**config.mk**
```make
export PLATFORM = sky130hd
export DESIGN_NAME = tt_um_hoene_preamble_tx
export DESIGN_NICKNAME = d
export VERILOG_FILES = /design/src/rtl/tt_um_hoene_preamble_tx.sv
export SDC_FILE = /design/constraint.sdc
export NUM_CORES = 1
export LEC_CHECK = 0
export ABC_CLOCK_PERIOD_IN_PS = 4900
export BUFFER_PORTS_ARGS = -buffer_cell sky130_fd_sc_hd__buf_2
export CELL_PAD_IN_SITES_DETAIL_PLACEMENT = 1
export CELL_PAD_IN_SITES_GLOBAL_PLACEMENT = 1
export CORE_MARGIN = 3
export CORE_UTILIZATION = 40
export CTS_CLUSTER_SIZE = 14
export DETAILED_ROUTE_END_ITERATION = 7
export GPL_ROUTABILITY_DRIVEN = 0
export PLACE_DENSITY_LB_ADDON = 0.1
export RECOVER_POWER = 50
export SYNTH_ARGS = -nofsm -noshare
export SYNTH_HDL_FRONTEND = slang
export SYNTH_SLANG_ARGS = --single-unit
```
**constraint.sdc**
```tcl
create_clock -name clk -period 4.9 [get_ports clk]
set_input_delay 0.98 -clock clk [delete_from_list [all_inputs] [get_ports clk]]
set_output_delay 0.98 -clock clk [all_outputs]
set_load 0.01 [all_outputs]
```
**src/rtl/tt_um_hoene_preamble_tx.sv**
```systemverilog
// Preamble transmitter: emits PULSE_COUNT clean rising edges to arm the downstream
// edge-counting selector, then forwards data_in on the same line until stop.
module tt_um_hoene_preamble_tx #(
  parameter int unsigned PULSE_COUNT = 63,
  parameter int unsigned HIGH_CYCLES = 2,
  parameter int unsigned LOW_CYCLES  = 2
) (
  input  logic       clk,
  input  logic       rst_n,
  input  logic       start,
  input  logic       stop,
  input  logic       data_in,
  output logic       out,
  output logic       busy,
  output logic       done,
  output logic [7:0] pulses_sent
);

  localparam int unsigned MAX_CYCLES = (HIGH_CYCLES > LOW_CYCLES) ? HIGH_CYCLES : LOW_CYCLES;
  localparam int unsigned PW         = $clog2(MAX_CYCLES + 1);
  localparam logic [PW-1:0] HI_LAST  = PW'(HIGH_CYCLES - 1);
  localparam logic [PW-1:0] LO_LAST  = PW'(LOW_CYCLES - 1);
  localparam logic [7:0]    PC_LAST  = 8'(PULSE_COUNT);

  typedef enum logic [1:0] {
    IDLE     = 2'd0,
    PRE_HIGH = 2'd1,
    PRE_LOW  = 2'd2,
    PASS     = 2'd3
  } state_t;

  state_t        state_q;
  logic [PW-1:0] phase_q;
  logic          out_q;
  logic          busy_q;
  logic          done_q;
  logic [7:0]    pulses_q;
  logic [7:0]    pulses_inc_s;

  assign pulses_inc_s = pulses_q + 8'd1;

  // Sequencer: stop overrides every transition, including the final pulse completing.
  always_ff @(posedge clk) begin
    if (!rst_n) begin
      state_q  <= IDLE;
      phase_q  <= '0;
      out_q    <= 1'b0;
      busy_q   <= 1'b0;
      done_q   <= 1'b0;
      pulses_q <= 8'd0;
    end else begin
      done_q <= 1'b0;
      case (state_q)
        IDLE: begin
          if (start && !stop) begin
            state_q  <= PRE_HIGH;
            phase_q  <= '0;
            out_q    <= 1'b1;
            busy_q   <= 1'b1;
            pulses_q <= 8'd0;
          end else begin
            out_q  <= 1'b0;
            busy_q <= 1'b0;
          end
        end
        PRE_HIGH: begin
          if (stop) begin
            state_q <= IDLE;
            phase_q <= '0;
            out_q   <= 1'b0;
            busy_q  <= 1'b0;
          end else if (phase_q == HI_LAST) begin
            state_q <= PRE_LOW;
            phase_q <= '0;
            out_q   <= 1'b0;
          end else begin
            phase_q <= phase_q + {{(PW-1){1'b0}}, 1'b1};
          end
        end
        PRE_LOW: begin
          if (stop) begin
            state_q <= IDLE;
            phase_q <= '0;
            out_q   <= 1'b0;
            busy_q  <= 1'b0;
          end else if (phase_q == LO_LAST) begin
            phase_q  <= '0;
            pulses_q <= pulses_inc_s;
            if (pulses_inc_s == PC_LAST) begin
              state_q <= PASS;
              out_q   <= data_in;
              done_q  <= 1'b1;
            end else begin
              state_q <= PRE_HIGH;
              out_q   <= 1'b1;
            end
          end else begin
            phase_q <= phase_q + {{(PW-1){1'b0}}, 1'b1};
          end
        end
        PASS: begin
          if (stop) begin
            state_q <= IDLE;
            phase_q <= '0;
            out_q   <= 1'b0;
            busy_q  <= 1'b0;
          end else begin
            out_q <= data_in;
          end
        end
        default: begin
          state_q <= IDLE;
          phase_q <= '0;
          out_q   <= 1'b0;
          busy_q  <= 1'b0;
        end
      endcase
    end
  end

  assign out         = out_q;
  assign busy        = busy_q;
  assign done        = done_q;
  assign pulses_sent = pulses_q;

endmodule

```
==> impl_metrics.ini, run 1 <==
[timing]
rsz0062_at_grt = false
fin_crit_ns = 2.101
slew_headroom_pct = 69.87
min_period_over_period_pct = 42.88
worstMarginPinSlew_ns = 0.4514
finalSetupTns_ns = 0
drv_slew = 0
fin_ws_ns = 2.799
finalClockSkew_ns = 0.006225
max_freq_mhz = 475.9
setup_viol = 0
hold_viol_final = 0

[grt]
grt.overflow.total = 0
grt_pass1_wl_um = 3939
grtUsageTotal_pct = 18.58
grt_antenna_before_repair = 0
grt_max_degree = 14
first_global_vias = 867

[setup_path]
arrival_ns = 2.27
max_stage_delay_ns = 0.35
critPathLaunchType = input port
r2r_setup_slack_ns = 3.07
cp-end-kind = flop
r2r_cells = 7
critical_path.max_fanout = 6
worstPathRequired_ns = 5.07
worstReg2RegEnd = pulses_sent[7]$_SDFFE_PN0P_
critPathKind = input port to flop
path_cells = clkbuf_1, inv_1, a22oi_1, and2b_4, mux2i_1, a311oi_2
cp_slowest_cell = a22oi_1
timing.rr.start = state_q[0]$_SDFFE_PN0P_

[drt]
num_vias = 884
via_per_inst = 5.525
ant_nets = 0
drt-total-wl_um = 2250
initialDrtViolationCount = 5
wl_per_cell_um = 14.06
drc = 0
drt_first_pass_iters = 4

[floorplanning]
dieArea_um2 = 2970
die_h_um = 54.50
core_um2 = 2082
pin_count = 16
die_x_um = 54.50
rows = 16
initial_utilization_pct = 45.19

[yosys]
syn_area_per_cell_um2 = 8.111
synth-edff-count = 0
postSynthCellCount = 116
ys.flop_type = dfxtp_1
synth.net_count = 127
yosysWarnings = 0
synth_area_um2 = 940.9
async_flop_share_pct = 0
ys_seq_area_share_pct = 31.91
synthDistinctLibCells = 37
synth_seq_cells = 15

[placed_design]
dpl_cell_area_um2 = 1041
portBuffers = 15
pre_cts_slack_ns = 2.758
place_inst = 156
hpwl_um = 1694

[clock_network]
clock_latency_ns = 0.30
path_clk_slew_ns = 0.10
numCtsBuffers = 3
cts_tree = built
cts_resized = 0
htree_levels = 1
hold_buffers = 0
clock-sinks = 15
cts_root_buf = clkbuf_4
postCtsSetupRepairBufs = 0
clock_path_buffers = 2

[final_layout]
fillers = 280
mostFrequentLayoutCells = dfxtp_1 (15), nor2_1 (14), nand2_1 (12), a21oi_1 (11), clkbuf_1 (9)
n_antenna_cell = 0
finalNonFillerCells = 160
design_area_um2 = 1044
final_common_cell = dfxtp_1
fin_nets = 145
areaGrowthSynthToFinish_pct = 10.90
drive_gt1_share_pct = 12.03

[power_and_ir_drop]
total_power_w = 0.0002463
p_per_area_nw_per_um2 = 236.1
p_leak_nw = 0.3942
ir_drop_mv = 0.2122

[status]
status = finished, final reports clean

[hold_path]
worstHoldEndpoint = busy$_SDFFE_PN0P_
min_delay_path_depth = 2
hold_start = busy$_SDFFE_PN0P_
min_path_type = flop to flop

[run]
cap_violations = 0
-- power by group --
part / total, W / switching, W / internal [W]
Sequential: 0.000128 / 0.00000315 / 0.000125
Combinational: 0.0000410 / 0.0000254 / 0.0000155
Clock: 0.0000773 / 0.0000456 / 0.0000317
Total: 0.000246 / 0.0000742 / 0.000172
-- cell type report --
| class | count | area [µm²] | share of cell area, % |
|---|---|---|---|
| Sequential cell | 15 | 300.3 | 28.78 |
| Clock buffer | 4 | 26.28 | 2.518 |
| Multi-Input combinational cell | 92 | 591.8 | 56.71 |
| Inverter | 7 | 26.28 | 2.518 |
| Timing Repair Buffer | 15 | 65.06 | 6.235 |
| Tap cell | 27 | 33.78 | 3.237 |
-- worst max-delay path: cells and delay by family --
family                 cells  cell delay [ns]
multiplexers               1             0.22
buffers and inverters      2             0.42
AO/OA/AOI/OAI              2             0.41
AND/OR/NAND/NOR            1             0.24
-- synthesized netlist by cell type, types with 2 or more instances --
master | count | area share [%]
nor2b_1 | 2 | 1.3
or3_1 | 2 | 1.3
inv_1 | 6 | 2.4
nand2_1 | 12 | 4.8
a211oi_1 | 3 | 2.4
and2_1 | 2 | 1.3
o21ai_1 | 6 | 3.2
mux2i_1 | 3 | 3.2
dfxtp_1 | 15 | 32
a2bb2oi_1 | 2 | 1.9
nor2_1 | 14 | 5.6
nor3_1 | 2 | 1.1
nand3_1 | 4 | 2.1
nand2b_1 | 4 | 2.7
a21oi_1 | 11 | 5.9
nand3b_1 | 2 | 1.6
ha_1 | 6 | 8.0
-- worst max-delay path by stage --
stage | from | to
after global routing | stop | state_q[1]$_SDFFE_PN0P_
final | stop | state_q[1]$_SDFFE_PN0P_
after CTS | pulses_sent[3]$_SDFFE_PN0P_ | pulses_sent[3]
after detailed placement | stop | state_q[1]$_SDFFE_PN0P_
after floorplan | stop | state_q[1]$_SDFFE_PN0P_
after global placement | start | pulses_sent[3]$_SDFFE_PN0P_
-- flip-flops by register name, indices dropped and copies added, names as in the netlist --
register,flops
out,1
pulses_sent,8
state_q,2
phase_q,2
busy,1
done,1
-- cell families (layout without fill, tap and decap cells) --
logic type	Yosys count	after routing	synth area share, %
fa+ha+maj	6	6	7.979
buf+inv	9	26	3.722
simple gates	51	51	29.52
mux	3	3	3.192
xor+xnor	2	2	1.862
compound gates	30	30	21.81
flops	15	15	31.92
-- layer usage --
layer | GRT usage, % | part of all wire, % | vias up
li1 | - | - | 442
met1 | 24.22 | 51 | 425
met2 | 29.48 | 44 | 14
met3 | 5.722 | 4.1 | 3
met4 | 4.979 | 0.76 | 0
met5 | 0 | 0 | -
-- through the flow --
stage	hold slack [ns]	utilization, %
after floorplan	0.4514	-
after global placement	0.4412	50.00
after detailed placement	0.4505	50.00
after CTS	0.4644	51.26
after global routing	0.4910	50.12
final	0.4612	50.12
No activity file was read; power rests on OpenSTA's default activity.
==> run 2: changes to the inputs <==
- ABC_AREA: default -> 1
- ABC_CLOCK_PERIOD_IN_PS: 4900 -> 2150
- CORE_UTILIZATION: 40 -> 38
- clock period: 4.9 -> 2.15 ns (I/O delays scaled with it)
==> run 2 against run 1 <==
  * Critical path type is now flop to flop
  * Worst hold slack got worse by 0.11 ns
  * Flip-flop and latch count did not move
  * Design area rose by 0.60%
  * Die area rose by 3.6%
  * Clock power rose by 110%
  * Synthesized cell count rose by 15%
  * First-iteration DRC count rose to 3.8 times the previous value
==> impl_metrics.ini, run 2 <==
[status]
status = finished, final reports clean

[yosys]
synth.net_count = 144
synthDistinctLibCells = 25
postSynthCellCount = 133
synthTopCellsByArea = dfxtp_1 (32%), nand2_1 (15%), ha_1 (8.1%), inv_1 (6.9%), a21oi_1 (5.9%)
syn_area_per_cell_um2 = 6.990
synth_common_cells = nand2_1 (38), inv_1 (17), dfxtp_1 (15)
synth_top_area_share_pct = 32.30
async_flop_share_pct = 0
ys_seq_area_share_pct = 32.30
synth-edff-count = 0
ys.flop_type = dfxtp_1
synth_top_area_cell = dfxtp_1
yosysWarnings = 0
synth_seq_cells = 15
synth.most_common_cell = nand2_1
synth_area_um2 = 929.6

[drt]
initialDrtViolationCount = 19
drt-total-wl_um = 2270
wl_per_cell_um = 12.68
via_per_inst = 4.911
drc = 0
num_vias = 879
drt_first_pass_iters = 4
ant_nets = 0

[clock_network]
numCtsBuffers = 3
postCtsSetupRepairBufs = 0
clock-sinks = 15
htree_levels = 1
cts_root_buf = clkbuf_4
path_clk_slew_ns = 0.10
hold_buffers = 0
cts_resized = 0
clock_path_buffers = 2
clock_latency_ns = 0.28
cts_tree = built

[grt]
grt.overflow.total = 0
grt_max_degree = 15
first_global_vias = 925
grt_pass1_wl_um = 3967
grtUsageTotal_pct = 15.40
grt_antenna_before_repair = 0

[setup_path]
critical_path.max_fanout = 4
critPathKind = flop to flop
r2r_cells = 11
worstPathRequired_ns = 2.37
timing.rr.start = state_q[0]$_SDFFE_PN0P_
worstReg2RegEnd = state_q[1]$_SDFFE_PN0P_
cp-end-kind = flop
arrival_ns = 1.89
critPathLaunchType = flop
r2r_setup_slack_ns = 0.48

[timing]
min_period_over_period_pct = 77.76
slew_headroom_pct = 64.85
rsz0062_at_grt = false
fin_crit_ns = 1.672
hold_viol_final = 0
fin_ws_ns = 0.4781
worstMarginPinSlew_ns = 0.5267
max_freq_mhz = 598.1
finalSetupTns_ns = 0
drv_slew = 0
finalClockSkew_ns = 0.007571
setup_viol = 0

[final_layout]
fillers = 312
post-route-util_pct = 46.12
n_antenna_cell = 0
fin_nets = 163
final_common_cell = nand2_1
drive_gt1_share_pct = 21.19
seqCellArea_um2 = 300.3
mostFrequentLayoutCells = nand2_1 (38), inv_1 (18), dfxtp_1 (15), a21oi_1 (11), clkbuf_1 (11)
areaGrowthSynthToFinish_pct = 12.92
multi_input_area_um2 = 539.3
design_area_um2 = 1050
largest_reg_flops = 8

[power_and_ir_drop]
p_leak_nw = 0.4207
p_per_area_nw_per_um2 = 540.1
ir_drop_mv = 0.4058

[hold_path]
hold_start = stop
min_path_type = input port to flop
worstHoldEndpoint = done$_SDFF_PP0_
min_delay_path_depth = 2

[placed_design]
pre_cts_slack_ns = 0.4858
portBuffers = 15
dpl_cell_area_um2 = 1036
hpwl_um = 1831

[run]
cap_violations = 0

[floorplanning]
pin_count = 16
dieArea_um2 = 3076
core_um2 = 2276
die_x_um = 55.46
rows = 17
initial_utilization_pct = 40.85
die_h_um = 55.46
## run 2: final cells by class
class	count	area share [%]
multi-input combinational	94	51.37
sequential	15	28.61
inverter	23	8.224
timing repair buffer	15	5.840
tap	28	3.337
clock buffer	3	2.145
clock inverter	1	0.4768
## run 2: worst max-delay path by stage
| stage | to | slack (ns) | startpoint |
|---|---|---|---|
| after floorplan | out$_SDFFE_PN0P_ | 0.66 | pulses_sent[1]$_SDFFE_PN0P_ |
| after detailed placement | state_q[1]$_SDFFE_PN0P_ | 0.49 | state_q[0]$_SDFFE_PN0P_ |
| final | state_q[1]$_SDFFE_PN0P_ | 0.48 | state_q[0]$_SDFFE_PN0P_ |
| after global routing | pulses_sent[4]$_SDFFE_PN0P_ | 0.32 | state_q[0]$_SDFFE_PN0P_ |
| after global placement | out$_SDFFE_PN0P_ | 0.52 | pulses_sent[1]$_SDFFE_PN0P_ |
| after CTS | state_q[1]$_SDFFE_PN0P_ | 0.46 | state_q[0]$_SDFFE_PN0P_ |
## run 2: cell families after synthesis
group / share of synthesized area [%]
AND/OR/NAND/NOR: 34.99
buffers and inverters: 9.690
AO/OA/AOI/OAI: 14.94
flip-flops: 32.30
adder cells (fa/ha/maj): 8.075
## run 2: report_power, final
group	switching [W]	total, W	internal [W]
Clock	0.0000961	0.000165	0.0000689
Sequential	0.00000731	0.000296	0.000288
Combinational	0.0000715	0.000106	0.0000350
## run 2: metrics by stage
stage / std cells / total power, W / hold slack (ns)
global route: 179 / 0.0006015 / 0.3529
CTS: 179 / 0.0005752 / 0.3465
finish: 179 / 0.0005670 / 0.3495
global placement: 175 / 0.0004071 / 0.4630
detailed placement: 175 / 0.0004109 / 0.4807
floorplan: 133 / 0.0003809 / 0.4448
## run 2: critical path: stages, from the launching register on
cell,delay [ns]
dfxtp_1,0.38
inv_1,0.09
ha_1,0.26
inv_2,0.09
nor2_2,0.04
inv_2,0.10
nand2_1,0.09
nand2_1,0.09
nand2_1,0.10
nor2_2,0.14
nand3_2,0.10
a21oi_2,0.11
## run 2: per-layer routing
layer | up-vias | routed length (µm) | GRT usage [%]
met5 | - | 0 | 0
met4 | 0 | 24 | 4.167
li1 | 462 | - | -
met3 | 4 | 68 | 2.570
met1 | 400 | 1141 | 19.63
met2 | 13 | 1035 | 26.52
==> run 3: changes to the inputs <==
- ABC_CLOCK_PERIOD_IN_PS: 2150 -> 1540
- clock period: 2.15 -> 1.54 ns (I/O delays scaled with it)
==> run 3 against run 2 <==
  * Fmax is 12% higher
  * Largest cell class unchanged
  * Design area up 20%
  * Sequential share of layout area down 3.7 points
  * Core utilization rose by 9.2 points
  * Via count up 5.3%
  * First-iteration DRC count shrank 5.3%
  * Clock-buffer cell count unchanged
==> impl_metrics.ini, run 3 (same netlist as run 2, synthesis figures left out) <==
[setup_path]
cp_top_family = compound AO/OA/AOI/OAI gates
critPathLaunchType = flop
critical_path.max_fanout = 8
path_cells = inv_2, ha_4, inv_2, a21oi_4, inv_1, nand2_2, inv_1, o21ai_4, nand2_1, a21oi_1
timing.rr.start = state_q[1]$_SDFFE_PN0P_
max_stage_delay_ns = 0.38
cp_num_buf_inv = 4
critPathKind = flop to flop
arrival_ns = 1.72
worstReg2RegEnd = pulses_sent[5]$_SDFFE_PN0P_
r2r_cells = 10
cp_slowest_cell = dfxtp_4
cp-end-kind = flop
worstPathRequired_ns = 1.77
r2r_setup_slack_ns = 0.05

[drt]
wl_met1_um = 1302
drt-total-wl_um = 2691
topRoutingLayerUsed = met4
drt_first_pass_iters = 2
num_vias = 926
via_per_inst = 4.899
ant_nets = 0
wl_met3_um = 56
wl_per_cell_um = 14.24
wl_met2_um = 1280
initialDrtViolationCount = 18
drc = 0

[final_layout]
finalNonFillerCells = 189
n_antenna_cell = 0
seqCellArea_um2 = 314.1
drive_gt1_share_pct = 46.58
fillers = 298
areaGrowthSynthToFinish_pct = 35.40
multi_input_area_um2 = 645.6
largest_reg_flops = 8
design_area_um2 = 1259
final_common_cell = nand2_1
fin_nets = 173
mostFrequentLayoutCells = nand2_1 (33), inv_1 (15), buf_2 (13), buf_4 (10), nand2_2 (9)

[hold_path]
worstHoldEndpoint = done$_SDFF_PP0_
min_path_type = input port to flop
hold_start = stop
min_delay_path_depth = 2

[timing]
setup_viol = 0
rsz0062_at_grt = true
drv_slew = 0
slew_headroom_pct = 60.99
finalSetupTns_ns = 0
hold_ws_ns = 0.2277
hold_viol_final = 0
fin_crit_ns = 1.493
max_freq_mhz = 669.8
worstMarginPinSlew_ns = 0.5845
min_period_over_period_pct = 96.95
finalClockSkew_ns = 0.01205

[grt]
grt_antenna_before_repair = 0
grt_pass1_wl_um = 4291
grtUsageTotal_pct = 17.47
first_global_vias = 966
grt_max_degree = 15
grt.overflow.total = 0

[floorplanning]
initial_utilization_pct = 40.85
dieArea_um2 = 3076
pin_count = 16
core_um2 = 2276
die_x_um = 55.46
die_h_um = 55.46
rows = 17

[clock_network]
path_clk_slew_ns = 0.11
clock_path_buffers = 2
clock_latency_ns = 0.31
numCtsBuffers = 3
cts_root_buf = clkbuf_4
cts_tree = built
htree_levels = 1
hold_buffers = 0
clock-sinks = 15

[placed_design]
place_inst = 181
dpl_cell_area_um2 = 1081
portBuffers = 15
hpwl_um = 1804

[run]
cap_violations = 0

[power_and_ir_drop]
ir_drop_mv = 0.4791
p_per_area_nw_per_um2 = 707.9
p_leak_nw = 0.5183

[status]
status = finished, final reports clean
-- run 3: cell count changes in the layout (fill, tap and decap cells not counted), sizes merged --
cell	before	now
buf	4	23
clkbuf	14	5
-- run 3: cell type report --
cell class                      instances  share of cell area, %
Clock buffer                            3                  1.789
Clock inverter                          1                 0.3976
Inverter                               23                  7.058
Multi-Input combinational cell         94                  51.29
Sequential cell                        15                  24.95
Tap cell                               28                  2.783
Timing Repair Buffer                   25                  11.73
-- run 3: what timing repair did --
action                                  4_1_cts  5_1_grt
gates cloned                                  0        0
gates resized for setup                      11       23
endpoints found under the setup margin        6       12
pin swaps                                     0        4
setup buffers                                 0        4
-- run 3: how the worst max path moves through the flow --
stage                                startpoint                     endpoint  cells after the start
floorplan           pulses_sent[1]$_SDFFE_PN0P_             out$_SDFFE_PN0P_                     12
CTS                     state_q[0]$_SDFFE_PN0P_  pulses_sent[4]$_SDFFE_PN0P_                     10
finish                  state_q[1]$_SDFFE_PN0P_  pulses_sent[5]$_SDFFE_PN0P_                     10
global placement        state_q[0]$_SDFFE_PN0P_      state_q[0]$_SDFFE_PN0P_                     10
detailed placement      state_q[0]$_SDFFE_PN0P_      state_q[0]$_SDFFE_PN0P_                     10
global route        pulses_sent[1]$_SDFFE_PN0P_             out$_SDFFE_PN0P_                     11
-- run 3: where the power goes --
group / internal (W) / switching (W) / leakage (nW)
sequential: 0.000400 / 0.0000103 / 0.126
clock: 0.0000970 / 0.000159 / 0.0177
combinational: 0.0000865 / 0.000139 / 0.375
-- run 3: stage by stage --
step           util (%)  total power, W  setup WS, ns
6_report          55.31       0.0008911       0.04691
4_1_cts           50.63       0.0008605      0.006878
3_3_place_gp      47.50       0.0005836      -0.06937
2_1_floorplan         -       0.0005318       0.05317
3_5_place_dp      47.50       0.0005853      -0.09591
5_1_grt           55.31       0.0009420       -0.1022
-- run 3: layer usage --
layer / up-vias / GRT usage (%)
met5: - / 0
met4: 0 / 8.333
met3: 5 / 2.103
met2: 12 / 28.55
met1: 428 / 22.60
li1: 481 / -
